**config.mk**
```make
export PLATFORM = sky130hd
export DESIGN_NAME = reset_sequencer
export DESIGN_NICKNAME = d
export VERILOG_FILES = /design/src/rtl/reset_sequencer.sv
export SDC_FILE = /design/constraint.sdc
export NUM_CORES = 1
export LEC_CHECK = 0
export BUFFER_PORTS_ARGS = -buffer_cell sky130_fd_sc_hd__buf_2
export CORE_ASPECT_RATIO = 0.9
export CORE_UTILIZATION = 59
export DETAILED_ROUTE_END_ITERATION = 16
export PLACE_DENSITY_LB_ADDON = 0.3
export SLEW_MARGIN = 10
export SYNTH_ARGS = -nofsm -noshare
export SYNTH_HDL_FRONTEND = slang
export SYNTH_SLANG_ARGS = --single-unit
```
**constraint.sdc**
```tcl
create_clock -name clk -period 3.3 [get_ports clk]
set_clock_uncertainty 0.2 [all_clocks]
set_input_delay 0.33 -clock clk [delete_from_list [all_inputs] [get_ports clk]]
set_output_delay 0.33 -clock clk [all_outputs]
set_load 0.01 [all_outputs]
```
**src/rtl/reset_sequencer.sv**
```systemverilog
// Board bring-up reset sequencer: waits for a stable PLL lock, pulses the
// Ethernet PHY reset, then releases DDR, MAC and application resets in order.
// Loss of lock or a user reset aborts back to WAIT_LOCK with every reset
// reasserted. All outputs are registered and decoded from the next state.
module reset_sequencer #(
  parameter int unsigned LOCK_CYCLES     = 1000,
  parameter int unsigned PHY_RST_CYCLES  = 1000000,
  parameter int unsigned PHY_WAIT_CYCLES = 500000,
  parameter int unsigned GAP_CYCLES      = 16,
  parameter int unsigned CALIB_TIMEOUT   = 2000000,
  parameter int unsigned CNT_W           = 24
) (
  input  logic       clk,
  input  logic       rst_n,
  input  logic       pll_locked_in,
  input  logic       sw_rst_in,
  input  logic       calib_done_in,
  output logic       phy_rst_n_out,
  output logic       rst_ddr_out,
  output logic       rst_mac_out,
  output logic       rst_app_out,
  output logic       sys_ready_out,
  output logic [2:0] state_out,
  output logic [7:0] fault_count_out
);

  typedef enum logic [2:0] {
    ST_WAIT_LOCK   = 3'd0,
    ST_LOCK_STABLE = 3'd1,
    ST_PHY_RST     = 3'd2,
    ST_PHY_WAIT    = 3'd3,
    ST_DDR         = 3'd4,
    ST_MAC         = 3'd5,
    ST_APP         = 3'd6,
    ST_RUN         = 3'd7
  } state_t;

  // Last counter value of each timed phase (a phase of N cycles ends at N-1).
  localparam logic [CNT_W-1:0] LOCK_LAST_C  = CNT_W'(LOCK_CYCLES - 32'd1);
  localparam logic [CNT_W-1:0] PRST_LAST_C  = CNT_W'(PHY_RST_CYCLES - 32'd1);
  localparam logic [CNT_W-1:0] PWAIT_LAST_C = CNT_W'(PHY_WAIT_CYCLES - 32'd1);
  localparam logic [CNT_W-1:0] GAP_LAST_C   = CNT_W'(GAP_CYCLES - 32'd1);
  localparam logic [CNT_W-1:0] CALIB_LAST_C = CNT_W'(CALIB_TIMEOUT - 32'd1);
  localparam logic [CNT_W-1:0] CNT_ONE_C    = CNT_W'(32'd1);

  // Output pattern {phy_rst_n, rst_ddr, rst_mac, rst_app, sys_ready} for a
  // state; the released set only grows as the sequence advances.
  function automatic logic [4:0] decode_outputs(input state_t s);
    logic [4:0] o;
    case (s)
      ST_WAIT_LOCK:   o = 5'b0_111_0;
      ST_LOCK_STABLE: o = 5'b0_111_0;
      ST_PHY_RST:     o = 5'b0_111_0;
      ST_PHY_WAIT:    o = 5'b1_111_0;
      ST_DDR:         o = 5'b1_011_0;
      ST_MAC:         o = 5'b1_001_0;
      ST_APP:         o = 5'b1_000_0;
      ST_RUN:         o = 5'b1_000_1;
      default:        o = 5'b0_111_0;
    endcase
    return o;
  endfunction

  state_t           state_r;
  state_t           next_state_s;
  logic [CNT_W-1:0] cnt_r;
  logic [7:0]       fault_r;
  logic [4:0]       outs_r;
  logic             abort_s;
  logic             fault_inc_s;
  logic             timed_s;

  // Next-state selection; abort and calibration timeout win over progress.
  always_comb begin
    next_state_s = state_r;
    fault_inc_s  = 1'b0;
    abort_s      = ~pll_locked_in | sw_rst_in;
    timed_s      = (state_r != ST_WAIT_LOCK) && (state_r != ST_RUN);
    if ((state_r >= ST_PHY_RST) && abort_s) begin
      next_state_s = ST_WAIT_LOCK;
      fault_inc_s  = ~pll_locked_in;
    end else begin
      case (state_r)
        ST_WAIT_LOCK: begin
          if (!abort_s) next_state_s = ST_LOCK_STABLE;
          else          next_state_s = ST_WAIT_LOCK;
        end
        ST_LOCK_STABLE: begin
          if (abort_s)                    next_state_s = ST_WAIT_LOCK;
          else if (cnt_r == LOCK_LAST_C)  next_state_s = ST_PHY_RST;
          else                            next_state_s = ST_LOCK_STABLE;
        end
        ST_PHY_RST: begin
          if (cnt_r == PRST_LAST_C) next_state_s = ST_PHY_WAIT;
          else                      next_state_s = ST_PHY_RST;
        end
        ST_PHY_WAIT: begin
          if (cnt_r == PWAIT_LAST_C) next_state_s = ST_DDR;
          else                       next_state_s = ST_PHY_WAIT;
        end
        ST_DDR: begin
          if (cnt_r == CALIB_LAST_C) begin
            next_state_s = ST_WAIT_LOCK;
            fault_inc_s  = 1'b1;
          end else if (calib_done_in) begin
            next_state_s = ST_MAC;
          end else begin
            next_state_s = ST_DDR;
          end
        end
        ST_MAC: begin
          if (cnt_r == GAP_LAST_C) next_state_s = ST_APP;
          else                     next_state_s = ST_MAC;
        end
        ST_APP: begin
          if (cnt_r == GAP_LAST_C) next_state_s = ST_RUN;
          else                     next_state_s = ST_APP;
        end
        ST_RUN:  next_state_s = ST_RUN;
        default: next_state_s = ST_WAIT_LOCK;
      endcase
    end
  end

  // State, phase counter, fault counter and registered output pattern.
  always_ff @(posedge clk or negedge rst_n) begin
    if (!rst_n) begin
      state_r <= ST_WAIT_LOCK;
      cnt_r   <= '0;
      fault_r <= 8'd0;
      outs_r  <= 5'b0_111_0;
    end else begin
      state_r <= next_state_s;
      if (next_state_s != state_r) cnt_r <= '0;
      else if (timed_s)            cnt_r <= cnt_r + CNT_ONE_C;
      else                         cnt_r <= '0;
      if (fault_inc_s && (fault_r != 8'hFF)) fault_r <= fault_r + 8'd1;
      else                                   fault_r <= fault_r;
      outs_r <= decode_outputs(next_state_s);
    end
  end

  assign state_out       = state_r;
  assign fault_count_out = fault_r;
  assign phy_rst_n_out   = outs_r[4];
  assign rst_ddr_out     = outs_r[3];
  assign rst_mac_out     = outs_r[2];
  assign rst_app_out     = outs_r[1];
  assign sys_ready_out   = outs_r[0];

endmodule

```
==> results.json <==
{
  "cts.htree.levels": 2,
  "power_frac_comb": 0.030,
  "cp.required_ns": 3.27,
  "fill_cells": 313,
  "power.internal_mw": 0.6659,
  "clock-root-buffer": "clkbuf_8",
  "drt_pass1_iterations": 4,
  "holdPathEnd": "state_out[2]",
  "layout_commonest_cell": "dfrtp_1",
  "yosysWarnings": 0,
  "arrival_ns": 2.88,
  "wl_per_cell_um": 15.59,
  "cts.sinks": 40,
  "post_cts_buffers": 0,
  "cts_resized": 0,
  "fmax_ghz": 0.3437,
  "worstSetupPathType": "register to register",
  "whs_ns": 0.2218,
  "grt_pass1_wl_um": 8135,
  "ys_types": 47,
  "path_clk_slew_ns": 0.07,
  "multiInputGateArea_mm2": 0.001242,
  "setup_viol": 0,
  "p_leak_nw": 1.090,
  "ys_ff_latch": 40,
  "clockBufferDepth": 2,
  "slew_headroom": 0.4427,
  "viasPerCell": 6.171,
  "drtIter0Drc": 155,
  "gr-total-overflow": 0,
  "rrSetupSlack_ns": 0.39,
  "p_sw_mw": 0.1863,
  "p_seq_frac": 0.579,
  "coreArea_mm2": 0.003757,
  "clkPwrFrac": 0.391,
  "die_h_um": 61.55,
  "drive_gt1_frac": 0.1780,
  "synth.avg_cell_area_um2": 9.567,
  "rr_endpoint": "cnt_r[6]",
  "vias": 1913,
  "track_usage": 0.2662,
  "syn2layout_area_growth_pct": 10.49,
  "syn_area_mm2": 0.002325,
  "rsz0062_at_grt": "no",
  "drt-total-wl_um": 4834,
  "seq_area_frac_synth": 0.4322,
  "clkLatencyLatePin_ns": 0.29,
  "switching_share": 0.2186,
  "place.gp.congestion": 0.9087,
  "synth_fp_nets": 250,
  "critPathCaptureType": "register",
  "path_cells": "or4_4, nor4_2, a21oi_1, a211oi_2, nor4b_4, buf_12, nor3_1",
  "grt_pass1_vias": 1707,
  "r2r_cells": 7,
  "status": "completed",
  "slew_violations": 0,
  "die_area_mm2": 0.004196,
  "drv_cap": 0,
  "cts_inserted_buffers": 5,
  "final_cell_mix": "dfrtp_1 (37), nor3_1 (24), nand2_1 (21), buf_2 (20)",
  "die_w_um": 68.17,
  "rows": 21,
  "cts_tree": "built",
  "drc": 0,
  "synth_edf_count": 0,
  "hold_viol": 0,
  "hold_depth": 4,
  "synth-async-reset-ratio": 1.000,
  "rr_startpoint": "cnt_r[21]",
  "critPathSlowestCell": "or4_4",
  "synth_ff_type": "dfrtp_1",
  "startpoint_type": "register",
  "ff_latch_area_mm2": 0.001005,
  "ctsHoldBuffers": 1,
  "powerDensity_mw_per_mm2": 331.8,
  "tightest_slew_ns": 0.8360,
  "io_pins": 21,
  "min_period_ns": 2.910,
  "hold_start": "sw_rst_in",
  "ant_nets": 0,
  "port_buffers": 20,
  "fin_crit_sh": 0.8817,
  "max_stage_delay_ns": 0.55,
  "dp_hpwl_um": 3388,
  "cp_max_fo": 24,
  "syn_inst": 243,
  "antenna_found_initial": 0,
  "fin_tns_setup_ns": 0,
  "ir_drop_v": 0.0001942,
  "grt_max_degree": 41,
  "start_util": 0.6187,
  "final_nets": 270,
  "hp-class": "input pin to register",
  "num_antenna_cells": 0
}
## per-stage QoR
step	setup slack, ns	cell area (um2)	util	power (mW)	std cells
4_1_cts	0.4041	2569	0.6837	0.8597	310
3_3_place_gp	0.4701	2466	0.6563	0.5274	301
6_report	0.3905	2569	0.6837	0.8522	310
2_1_floorplan	0.4614	2325	-	0.5124	243
3_5_place_dp	0.4171	2466	0.6563	0.5279	301
5_1_grt	0.2310	2569	0.6837	0.8855	310
## worst max path at each step
stage,start,depth (start not counted),to
3_5_place_dp,cnt_r[11],7,cnt_r[14]
2_1_floorplan,cnt_r[11],7,cnt_r[0]
6_report,cnt_r[21],7,cnt_r[6]
5_1_grt,cnt_r[11],7,cnt_r[2]
3_3_place_gp,cnt_r[11],7,cnt_r[4]
4_1_cts,cnt_r[11],7,cnt_r[6]
## cell families after synthesis
family | share of synthesized area
AND/OR/NAND/NOR | 0.3418
flip-flops | 0.4322
XOR/XNOR | 0.1093
AO/OA/AOI/OAI | 0.06567
buffers and inverters | 0.03552
adder cells (fa/ha/maj) | 0.01076
multiplexers | 0.004844
## power groups by stage
stage	clock, mW	combinational, mW	sequential, mW
2_1_floorplan	0	0.00958	0.503
3_3_place_gp	0	0.0250	0.502
3_5_place_dp	0	0.0253	0.503
4_1_cts	0.340	0.0265	0.493
5_1_grt	0.362	0.0302	0.493
6_report	0.334	0.0255	0.493
## cells in the mapped netlist (4+ instances only)
master | number | area share
dfrtp_1 | 37 | 0.40
nor3_1 | 24 | 0.052
nand2_1 | 21 | 0.034
nand3_1 | 15 | 0.032
xor2_1 | 15 | 0.057
xnor2_1 | 14 | 0.053
nor2_1 | 13 | 0.021
nand4_1 | 10 | 0.027
clkbuf_1 | 9 | 0.015
and3_1 | 7 | 0.019
nor4_1 | 7 | 0.019
nor3b_1 | 5 | 0.016
a21oi_1 | 4 | 0.0086
nand2b_1 | 4 | 0.011
nor2b_1 | 4 | 0.011
## metal layers
layer,track usage,vias to the layer above,share of wire
met4,0.1161,0,0.022
met2,0.3824,56,0.46
met3,0.06296,11,0.047
li1,-,920,-
met1,0.3811,926,0.47
met5,0,-,0
## flip-flops by register name (all words and copies together), names as in the netlist
register / cells
state_out: 3
cnt_r: 24
outs_r: 5
fault_count_out: 8
## area by class of cell
| class | instances | area share |
|---|---|---|
| multi-input combinational | 187 | 0.4837 |
| timing repair buffer | 26 | 0.06235 |
| clock inverter | 2 | 0.003897 |
| tap | 46 | 0.02241 |
| inverter | 3 | 0.004384 |
| sequential | 40 | 0.3911 |
| clock buffer | 6 | 0.03215 |
## worst max-delay path: cells and delay by family, from the launching register on
kind	cells	cell delay, ns
AND/OR/NAND/NOR	4	1.47
AO/OA/AOI/OAI	2	0.46
flip-flops	1	0.43
buffers and inverters	1	0.20
Note: power is estimated with default switching activity, not from simulation.
